==> src/rtl/vend_output_ctrl.sv <==
// Sale-event FIFO: holds {drink, back} entries between the vending FSM and the actuator sequencer.
// Latency: an entry pushed at one edge is at the head from the next edge onward.
// Backpressure: a push while full is accepted only when a pop happens at the same edge.
module vend_fifo #(
    parameter int W     = 3,
    parameter int DEPTH = 4
) (
    input  logic         clk,
    input  logic         reset,
    input  logic         push_vld,
    input  logic [W-1:0] push_dat,
    output logic         push_rdy,
    input  logic         pop_rdy,
    output logic         pop_vld,
    output logic [W-1:0] pop_dat
);
    localparam int AW = (DEPTH > 1) ? $clog2(DEPTH) : 1;
    localparam logic [AW:0] FULL_CNT = (AW+1)'(DEPTH);

    logic [W-1:0]  mem [DEPTH];
    logic [AW-1:0] wr_ptr;
    logic [AW-1:0] rd_ptr;
    logic [AW:0]   count;
    logic          do_push;
    logic          do_pop;

    assign pop_vld  = (count != '0);
    assign do_pop   = pop_rdy && pop_vld;
    assign push_rdy = (count != FULL_CNT) || do_pop;
    assign do_push  = push_vld && push_rdy;
    assign pop_dat  = mem[rd_ptr];

    always_ff @(posedge clk) begin
        if (reset) begin
            wr_ptr <= '0;
            rd_ptr <= '0;
            count  <= '0;
        end else begin
            if (do_push) begin
                mem[wr_ptr] <= push_dat;
                wr_ptr      <= wr_ptr + 1'b1;
            end
            if (do_pop) begin
                rd_ptr <= rd_ptr + 1'b1;
            end
            case ({do_push, do_pop})
                2'b10:   count <= count + 1'b1;
                2'b01:   count <= count - 1'b1;
                default: count <= count;
            endcase
        end
    end
endmodule

// Actuator sequencer: runs the dispense motor, then ejects change coins over a four-phase req/ack handshake.
// Latency: an event sampled at edge T is popped at T+1 at the earliest; motor/req are registered from the pop edge.
// Backpressure: none toward the vending FSM; events arriving while the queue is full are dropped and flagged.
module vend_output_ctrl #(
    parameter int DEPTH        = 4,
    parameter int MOTOR_CYCLES = 8,
    parameter int ACK_TIMEOUT  = 16
) (
    input  logic       clk,
    input  logic       reset,
    input  logic       drink,
    input  logic [1:0] back,
    output logic       coin_eject_req,
    input  logic       coin_eject_ack,
    output logic       dispense_motor,
    output logic       busy,
    output logic       overflow,
    output logic       fault,
    output logic [7:0] dispensed_cnt
);
    localparam int MW = $clog2(MOTOR_CYCLES + 1);
    localparam int TW = (ACK_TIMEOUT > 1) ? $clog2(ACK_TIMEOUT) : 1;
    localparam logic [MW-1:0] MOTOR_LOAD = MW'(MOTOR_CYCLES);
    localparam logic [TW-1:0] TMR_LAST   = TW'(ACK_TIMEOUT - 1);

    typedef enum logic [1:0] {IDLE, MOTOR, REQ, RELEASE} state_t;

    state_t        state;
    logic [MW-1:0] motor_cnt;
    logic [TW-1:0] ack_tmr;
    logic [1:0]    left;

    logic       evt_vld;
    logic [2:0] evt_dat;
    logic       evt_rdy;
    logic       head_vld;
    logic [2:0] head_dat;
    logic       pop_rdy;

    assign evt_vld = drink || (back != 2'd0);
    assign evt_dat = {drink, back};
    assign pop_rdy = (state == IDLE);
    assign busy    = head_vld || (state != IDLE);

    vend_fifo #(.W(3), .DEPTH(DEPTH)) u_fifo (
        .clk      (clk),
        .reset    (reset),
        .push_vld (evt_vld),
        .push_dat (evt_dat),
        .push_rdy (evt_rdy),
        .pop_rdy  (pop_rdy),
        .pop_vld  (head_vld),
        .pop_dat  (head_dat)
    );

    always_ff @(posedge clk) begin
        if (reset) begin
            state          <= IDLE;
            motor_cnt      <= '0;
            ack_tmr        <= '0;
            left           <= 2'd0;
            dispense_motor <= 1'b0;
            coin_eject_req <= 1'b0;
            overflow       <= 1'b0;
            fault          <= 1'b0;
            dispensed_cnt  <= 8'd0;
        end else begin
            if (evt_vld && !evt_rdy) begin
                overflow <= 1'b1;
            end
            case (state)
                IDLE: begin
                    if (head_vld) begin
                        left    <= head_dat[1:0];
                        ack_tmr <= '0;
                        if (head_dat[2]) begin
                            state          <= MOTOR;
                            dispense_motor <= 1'b1;
                            motor_cnt      <= MOTOR_LOAD;
                        end else if (head_dat[1:0] != 2'd0) begin
                            // An ejector still holding ack cannot be handshaken with; give up on this change.
                            if (coin_eject_ack) begin
                                fault <= 1'b1;
                                left  <= 2'd0;
                            end else begin
                                state          <= REQ;
                                coin_eject_req <= 1'b1;
                            end
                        end
                    end
                end
                MOTOR: begin
                    if (motor_cnt == MW'(1)) begin
                        dispense_motor <= 1'b0;
                        dispensed_cnt  <= dispensed_cnt + 8'd1;
                        ack_tmr        <= '0;
                        if (left != 2'd0 && !coin_eject_ack) begin
                            state          <= REQ;
                            coin_eject_req <= 1'b1;
                        end else begin
                            if (left != 2'd0) begin
                                fault <= 1'b1;
                            end
                            left  <= 2'd0;
                            state <= IDLE;
                        end
                    end else begin
                        motor_cnt <= motor_cnt - 1'b1;
                    end
                end
                REQ: begin
                    if (coin_eject_ack) begin
                        coin_eject_req <= 1'b0;
                        ack_tmr        <= '0;
                        state          <= RELEASE;
                    end else if (ack_tmr == TMR_LAST) begin
                        coin_eject_req <= 1'b0;
                        fault          <= 1'b1;
                        left           <= 2'd0;
                        state          <= IDLE;
                    end else begin
                        ack_tmr <= ack_tmr + 1'b1;
                    end
                end
                RELEASE: begin
                    if (!coin_eject_ack) begin
                        left    <= left - 2'd1;
                        ack_tmr <= '0;
                        if (left == 2'd1) begin
                            state <= IDLE;
                        end else begin
                            state          <= REQ;
                            coin_eject_req <= 1'b1;
                        end
                    end else if (ack_tmr == TMR_LAST) begin
                        fault <= 1'b1;
                        left  <= 2'd0;
                        state <= IDLE;
                    end else begin
                        ack_tmr <= ack_tmr + 1'b1;
                    end
                end
                default: state <= IDLE;
            endcase
        end
    end
endmodule

==> config.mk <==
export PLATFORM = sky130hd
export DESIGN_NAME = vend_output_ctrl
export DESIGN_NICKNAME = d
export VERILOG_FILES = /design/src/rtl/vend_output_ctrl.sv
export SDC_FILE = /design/constraint.sdc
export NUM_CORES = 1
export LEC_CHECK = 0
export ABC_CLOCK_PERIOD_IN_PS = 1930
export BUFFER_PORTS_ARGS = -buffer_cell sky130_fd_sc_hd__clkbuf_2
export CAP_MARGIN = 30
export CELL_PAD_IN_SITES_DETAIL_PLACEMENT = 1
export CELL_PAD_IN_SITES_GLOBAL_PLACEMENT = 1
export CORE_UTILIZATION = 42
export DETAILED_ROUTE_END_ITERATION = 12
export GPL_TIMING_DRIVEN = 0
export PLACE_DENSITY_LB_ADDON = 0.05
export SLEW_MARGIN = 20
export SYNTH_ARGS = -nofsm -noshare
export SYNTH_HDL_FRONTEND = slang
export SYNTH_HIERARCHICAL = 1
export SYNTH_SLANG_ARGS = --single-unit
export TNS_END_PERCENT = 20
==> constraint.sdc <==
create_clock -name clk -period 1.93 [get_ports clk]
set_input_delay 0.0965 -clock clk [delete_from_list [all_inputs] [get_ports clk]]
set_output_delay 0.0965 -clock clk [all_outputs]
set_load 0.01 [all_outputs]
==> results by group, run 1 <==
Outcome
  – Status: finished with violations
  – Failing checks: negative setup slack

Yosys
  – Synth top area share: a little over a quarter
  – Yosys top cell by area: dfxtp_1
  – Netlist area before placement: 0.00244 mm^2
  – Top post-synthesis cells by area: dfxtp_1 27%, edfxtp_1 15%, ha_1 5.1%
  – Post-Syn Area per Cell: 9.67 um^2
  – Synth Instances: 252
  – Synth warnings: 6
  – Ys async rst share: 0%
  – Synth Register Bits: 45
  – Post-Syn Nets: approximately 270
  – Post-synth EDFFs: 12
  – Top_reg_cell synth: dfxtp_1
  – Post-synth cell types: 54
  – Post-synthesis sequential area ratio: 41.9%

Detailed routing
  – Routed WL: 5.75 mm
  – Vias per inst: roughly 5.5
  – Drt initial violations: 54
  – DRC Markers: 0
  – WL per Instance: 16.2 um
  – Vias: 1945
  – Detailed-router iteration count before antenna repair: 4
  – Antenna viol nets, final: 0

Placed design
  – IO buf count: 18
  – Setup WS pre-CTS: -242 ps
  – Placed Instance Area: roughly 0.0026 mm^2
  – GPL Wtd Cong: 0.735
  – DP Wirelength: 4.01 mm

Power
  – Cell Pwr Density: 1390 mW/mm^2
  – Design Power: 3.97 mW
  – Logic pwr share: 48.6%
  – Seq pwr share: 32.8%
  – Internal power: 2.43 mW
  – Clock share of power: 18.6%
  – Sw Ratio: between 30% and 40%
  – Sw Pwr: 1.54 mW
  – Maximum VDD drop: ~0.70 mV
  – P_leak: 1.09 nW

GRT
  – Total global routing overflow: 0
  – Vias in the first global route: 2041
  – Antenna violations before repair: 0
  – Global-route wire length before repair: 9.74 mm
  – Largest net degree at the start of global routing: 16
  – Total GRT Usage: about 20%

Min path
  – Worst hold endpoint: u_fifo/mem[0][2]$_DFFE_PP_
  – Hold Crit Class: input port to flop
  – Hold path startpoint: drink
  – Worst hold path depth: 1

Final layout
  – Post-layout util: 51.4%
  – Sequential Area: between 0.001 and 0.0015 mm^2
  – Area Overhead vs Synth: 16.8%
  – Layout cells sized above 1: 24.4%
  – Post-Layout Inst Area: around 0.0028 mm^2
  – Antenna diodes: 0
  – Nets: 299
  – Filler cells: 631
  – Multi-input gate area: 0.00133 mm^2

Critical path
  – Worst reg2reg endpoint: left[1]$_SDFFE_PP0P_
  – Critical Path AT: between 2000 and 2500 ps
  – FF-to-FF setup slack: -30 ps
  – Worst setup SP type: flop
  – CP max FO: 5
  – CP Cell Sequence: buf_6 -> or3_4 -> and2b_4 -> or3_4 -> buf_6 -> and3_4 -> o32ai_2
  – CP max-delay cell: or3_4
  – Crit. End Element: flop
  – Slowest stage delay, CP: 370 ps
  – Crit Path Category: flop to flop
  – Launching point of the worst reg2reg path: u_fifo/count[0]$_SDFFE_PP0P_
  – R2R depth: 7
  – CP required: approximately 2200 ps

CTS
  – Worst skew pair latency: about 310 ps
  – Root Buffer: clkbuf_8
  – Clock Path Buffers: 2
  – Reg clk slew, reported paths: 100 ps
  – CTS tree: yes
  – CTS Hold Buffers Added: 0
  – Clock sinks: 45
  – H-tree levels: 2
  – Cts bufs inserted: 5

Die
  – Core area: roughly 0.0055 mm^2
  – I/O Pins: 19
  – Full die area: a little over 0.006 mm^2
  – Row count: 27
  – Die H: 78.2 um
  – Die W: between 70 and 80 um
  – Initial core utilization: 44.0%

Timing
  – Clock Skew: 16.8 ps
  – Worst-margin pin slew: 543 ps
  – Final Max Tran Viols: 0
  – PnR worst setup slack: -27.8 ps
  – Period utilisation layout: 101%
  – # setup viols final: 1
  – Final hold slack: 20.7 ps
  – Peak Freq: 511 MHz
  – Min Tclk post-route: 1960 ps
  – RSZ-0062 raised after global routing: true
  – Final-report hold violation count: 0
  – Rel. slew slack: 63.8%

Job
  – Max Cap Viol: 0
per-layer routing:
layer  global-route usage (%)  up-vias  share of wire, %
li1                         -      963                 -
met4                     7.96        0               2.4
met5                        0        -                 0
met1                     25.1      943                47
met2                     34.3       25                48
met3                     4.30       14               3.0
placed cells by master, fill, tap and decap left out, types with 4 or more instances in the layout:
master,count
a211oi_1,4
a21oi_1,13
and2_1,5
buf_4,7
buf_6,5
clkbuf_1,5
clkbuf_2,18
clkbuf_8,5
dfxtp_1,29
edfxtp_1,12
ha_1,10
inv_1,13
nand2_1,9
nand3_1,16
nor2_1,23
nor3_1,9
o21ai_0,6
xnor2_1,5
xor2_1,10
final cells by class:
| class | count | area share, % |
|---|---|---|
| buffer | 14 | 3.38 |
| clock buffer | 5 | 2.42 |
| clock inverter | 3 | 1.63 |
| inverter | 13 | 1.71 |
| multi-input combinational | 178 | 46.6 |
| sequential | 45 | 36.1 |
| tap | 72 | 3.16 |
| timing repair buffer | 25 | 4.92 |
synthesized netlist by cell type (2+ instances only):
library cell / number
and2_1: 5
buf_6: 4
o31ai_1: 3
a21boi_0: 2
buf_4: 3
xnor2_1: 5
or2_2: 2
mux2i_1: 2
nand2b_1: 3
o211ai_1: 3
buf_2: 3
and3_1: 3
nand3b_1: 2
a21o_1: 2
o21ai_0: 7
nand3_1: 16
o32ai_1: 2
a211oi_1: 4
nor3_1: 11
clkbuf_1: 5
nand2_1: 9
a21oi_1: 13
nand4_1: 3
nor2b_1: 3
edfxtp_1: 12
xor2_1: 10
ha_1: 10
or2b_2: 2
nor2_1: 24
o21bai_1: 3
dfxtp_1: 33
or3_1: 5
a31oi_1: 3
inv_1: 13
mux4_2: 3
power by group through the flow:
stage | Clock (mW) | Combinational (mW) | Sequential (mW)
finish | 0.739 | 1.93 | 1.30
global route | 0.800 | 2.12 | 1.33
CTS | 0.765 | 1.88 | 1.30
detailed placement | 0 | 1.66 | 1.30
global placement | 0 | 1.63 | 1.29
floorplan | 0 | 1.27 | 1.27
state kept, by name (all words and copies together), names as in the netlist, 3 cells and up, named ones only:
name           cells
u_fifo/mem        12
dispensed_cnt      8
ack_tmr            4
motor_cnt          4
u_fifo/count       3
cells by family after synthesis:
| kind of cell | synth area share (%) |
|---|---|
| xor gates and xnor gates | 5.39 |
| adders and majority gates | 5.95 |
| buffers and inverters | 6.31 |
| muxes | 3.59 |
| DFF | 41.9 |
| and+or+nand+nor | 23.3 |
| AOI/OAI and AO/OA | 13.6 |
stage by stage:
step / std cells / TNS [ps]
CTS: 355 / -40.0
global placement: 342 / -1230
finish: 355 / -27.8
floorplan: 252 / -19.3
global route: 355 / -257
detailed placement: 342 / -1430
worst max-delay path: cells and delay by family (launching register included):
family / cells / cell delay (ps)
buffers and inverters: 2 / 250
flip-flops: 1 / 320
AND/OR/NAND/NOR: 4 / 1040
AO/OA/AOI/OAI: 1 / 260
worst max path at each step:
stage                            startpoint                   end  slack (ps)  depth (start not counted)
6_report       u_fifo/count[0]$_SDFFE_PP0P_  left[1]$_SDFFE_PP0P_         -30                          7
5_1_grt        u_fifo/count[0]$_SDFFE_PP0P_  left[1]$_SDFFE_PP0P_         -90                          7
4_1_cts        u_fifo/count[0]$_SDFFE_PP0P_  left[1]$_SDFFE_PP0P_         -40                          7
3_5_place_dp   u_fifo/count[2]$_SDFFE_PP0P_  left[0]$_SDFFE_PP0P_        -240                          7
3_3_place_gp   u_fifo/count[2]$_SDFFE_PP0P_  left[1]$_SDFFE_PP0P_        -190                          7
2_1_floorplan  u_fifo/count[2]$_SDFFE_PP0P_  left[0]$_SDFFE_PP0P_          -9                          7
timing repair:
action,in CTS,in global routing
buffers inserted,6,0
resized for setup,12,7
setup endpoints to repair,11,14
gates cloned,1,0
pin swaps,4,3
Note: power is estimated with default switching activity, not from simulation.
==> run 2: changes to the inputs <==
--- a/config.mk
+++ b/config.mk
@@ -10,6 +10,7 @@
 export CAP_MARGIN = 30
 export CELL_PAD_IN_SITES_DETAIL_PLACEMENT = 1
 export CELL_PAD_IN_SITES_GLOBAL_PLACEMENT = 1
+export CORE_ASPECT_RATIO = 1.4
 export CORE_UTILIZATION = 42
 export DETAILED_ROUTE_END_ITERATION = 12
 export GPL_TIMING_DRIVEN = 0
==> run 2 against run 1 <==
Compared with the run above: the run now ends clean; sequential power about the same; sequential cell count unchanged; combinational power decreased by 2%; first-iteration DRC count decreased by 63%; sequential share of layout area decreased by 0.36 points; largest cell class unchanged; highest routed layer unchanged.
==> results by group, run 2 (synthesized netlist as in run 1, its figures left out) <==
CTS
  – Cts bufs inserted: 5 (unchanged)
  – Root Buffer: clkbuf_8
  – CTS tree: yes
  – Clock Path Buffers: 2 (unchanged)
  – Reg clk slew, reported paths: 90 ps (about the same)
  – CTS Hold Buffers Added: 0 (unchanged)
  – H-tree levels: 2 (unchanged)
  – Worst skew pair latency: 300 ps (about the same)
  – Clock sinks: 45 (unchanged)

Power
  – Maximum VDD drop: 0.554 mV (-20%)
  – Seq pwr share: 32.2% (-0.6 points)
  – Sw Ratio: 36.6% (-2.2 points)
  – Logic pwr share: 46.8% (-1.8 points)
  – Cell Pwr Density: 1410 mW/mm^2 (+0.88%)
  – Internal power: 2.56 mW (+5.6%)
  – Clock share of power: 21.1% (+2.5 points)
  – P_leak: 1.12 nW (+2.1%)
  – Sw Pwr: 1.48 mW (-3.9%)

Timing
  – Period utilisation layout: 97.0% (-4.4 points)
  – Peak Freq: 534 MHz (+4.5%)
  – RSZ-0062 raised after global routing: true
  – Final-report hold violation count: 0 (unchanged)
  – # setup viols final: 0 (-1)
  – Rel. slew slack: 63.5% (-0.24 points)
  – Final Max Tran Viols: 0 (unchanged)
  – Clock Skew: 7.80 ps (-9.03 ps)
  – Worst-margin pin slew: 547 ps (+3.52 ps)
  – Min Tclk post-route: 1870 ps (-85.1 ps)
  – PnR worst setup slack: 57.3 ps (+85.1 ps)

Placed design
  – GPL Wtd Cong: 0.746 (+1.4%)
  – DP Wirelength: 4.05 mm (+1.1%)
  – Placed cell count: 338 (-1.2%)
  – IO buf count: 18 (unchanged)
  – Setup WS pre-CTS: -194 ps (+47.7 ps)

Critical path
  – Worst setup SP type: flop
  – CP required: 2170 ps (+20 ps)
  – CP max-delay cell: or3_1
  – Family with the most delay on the worst path: simple AND/OR/NAND/NOR gates
  – Crit. End Element: flop
  – Most used cell, CP: buf_6
  – Critical Path AT: 2110 ps (-70 ps)
  – CP Buf/Inv Count: 2 (unchanged)
  – CP Cell Sequence: buf_6 -> or3_4 -> and2b_4 -> or3_1 -> buf_6 -> a21o_4 -> nor3_2
  – CP max FO: 8 (+3)
  – Slowest stage delay, CP: 350 ps (-20 ps)
  – Crit Path Category: flop to flop

Final layout
  – Leading cell type in the layout, fill and taps excluded: dfxtp_1
  – Nets: 300 (+0.33%)
  – Regs by FF count: u_fifo/mem: 12 flops, dispensed_cnt: 8 flops
  – Area Overhead vs Synth: 18.0%
  – Max reg flops: 12 (unchanged)
  – Biggest register: u_fifo/mem
  – Post-layout instance count excluding filler cells: 352 (-0.85%)
  – Layout cells sized above 1: 25.0% (+0.62 points)
  – Antenna diodes: 0 (unchanged)
  – Most frequent cells in the layout: 29 x dfxtp_1, 23 x nor2_1, 18 x clkbuf_2

Outcome
  – Status: complete, no violations

GRT
  – Total GRT Usage: 19.9% (-0.43 points)
  – Global-route wire length before repair: 9.25 mm (-5.0%)
  – Total global routing overflow: 0 (unchanged)
  – Vias in the first global route: 1997 (-2.2%)
  – Largest net degree at the start of global routing: 15 (-1)
  – Antenna violations before repair: 0 (unchanged)

Die
  – Row count: 32 (+19%)
  – Die H: 92.1 um (+18%)
  – Initial core utilization: 43.8% (-0.20 points)
  – Full die area: 0.00612 mm^2 (about the same)
  – I/O Pins: 19 (unchanged)
  – Core area: 0.00557 mm^2 (+0.45%)
  – Die W: 66.4 um (-15%)

Job
  – Max Cap Viol: 0 (unchanged)

Min path
  – Hold Crit Class: input port to flop

Detailed routing
  – Drt initial violations: 20 (-63%)
  – Vias per inst: 5.54 (+1.1%)
  – Detailed-router iteration count before antenna repair: 4 (unchanged)
  – Uppermost routed layer: met4
  – Antenna viol nets, final: 0 (unchanged)
  – Met2 wire length: 2.94 mm (+6.4%)
  – DRC Markers: 0 (unchanged)
  – Vias: 1949 (+0.21%)
  – Met3 routed WL: 118 um (-31%)
  – WL per Instance: 15.6 um (-3.7%)
  – Routed WL: 5.49 mm (-4.5%)
  – Wire length on met1: 2.33 mm (-13%)
## run 2: cell count changes in the layout (fill, tap and decap cells not counted), sizes merged
cell      delta
buf          +1
bufinv       +1
clkinvlp     -1
## run 2: cell type report
type / instances / area (um^2)
plain buffers: 14 / 98.8
clock buffers: 5 / 68.8
clock inverters: 3 / 65.1
fillers: 658 / 2690
inverters: 13 / 48.8
multi-input cells: 178 / 1330
flip-flops and latches: 45 / 1030
well taps: 68 / 85.1
repair buffers: 26 / 150
## run 2: path summary, 6_finish.rpt
check,start,to,slack [ps],cells after the start
worst max-delay path,u_fifo/count[0]$_SDFFE_PP0P_,ack_tmr[3]$_SDFFE_PP0P_,60,7
worst min-delay path,drink,u_fifo/mem[1][2]$_DFFE_PP_,30,1
worst max register to register,u_fifo/count[0]$_SDFFE_PP0P_,ack_tmr[3]$_SDFFE_PP0P_,60,7
worst min register to register,overflow$_SDFFE_PP0P_,overflow$_SDFFE_PP0P_,500,2
## run 2: routing by layer
metal  up-vias  GRT usage [%]
met5         -              0
li1        964              -
met4         0           6.91
met3        12           3.98
met2        22           37.4
met1       951           21.0
## run 2: repair_timing
item                                    4_1_cts  5_1_grt
pin swaps                                     4        4
endpoints found under the setup margin       10        7
resized for setup                            12        9
setup buffers                                 6        2
endpoints found under the hold margin         0        0
cloned                                        0        0
## run 2: metrics by stage
stage / total power, mW / TNS, ps / area, um^2 / hold slack, ps / util, %
after detailed placement: 2.94 / -1180 / 2620 / 338 / 47.0
after floorplan: 2.55 / -19.3 / 2440 / 195 / -
after global routing: 4.33 / -32.6 / 2880 / 18.1 / 51.7
after global placement: 2.91 / -1030 / 2620 / 327 / 47.0
final: 4.04 / 0 / 2880 / 25.3 / 51.7
after CTS: 4.01 / -21.2 / 2820 / 21.0 / 50.7
## run 2: power by group through the flow
stage | sequential (mW) | combinational (mW) | clock (mW)
6_report | 1.30 | 1.89 | 0.851
5_1_grt | 1.33 | 2.08 | 0.922
3_5_place_dp | 1.30 | 1.64 | 0
3_3_place_gp | 1.29 | 1.62 | 0
4_1_cts | 1.30 | 1.83 | 0.878
2_1_floorplan | 1.27 | 1.27 | 0
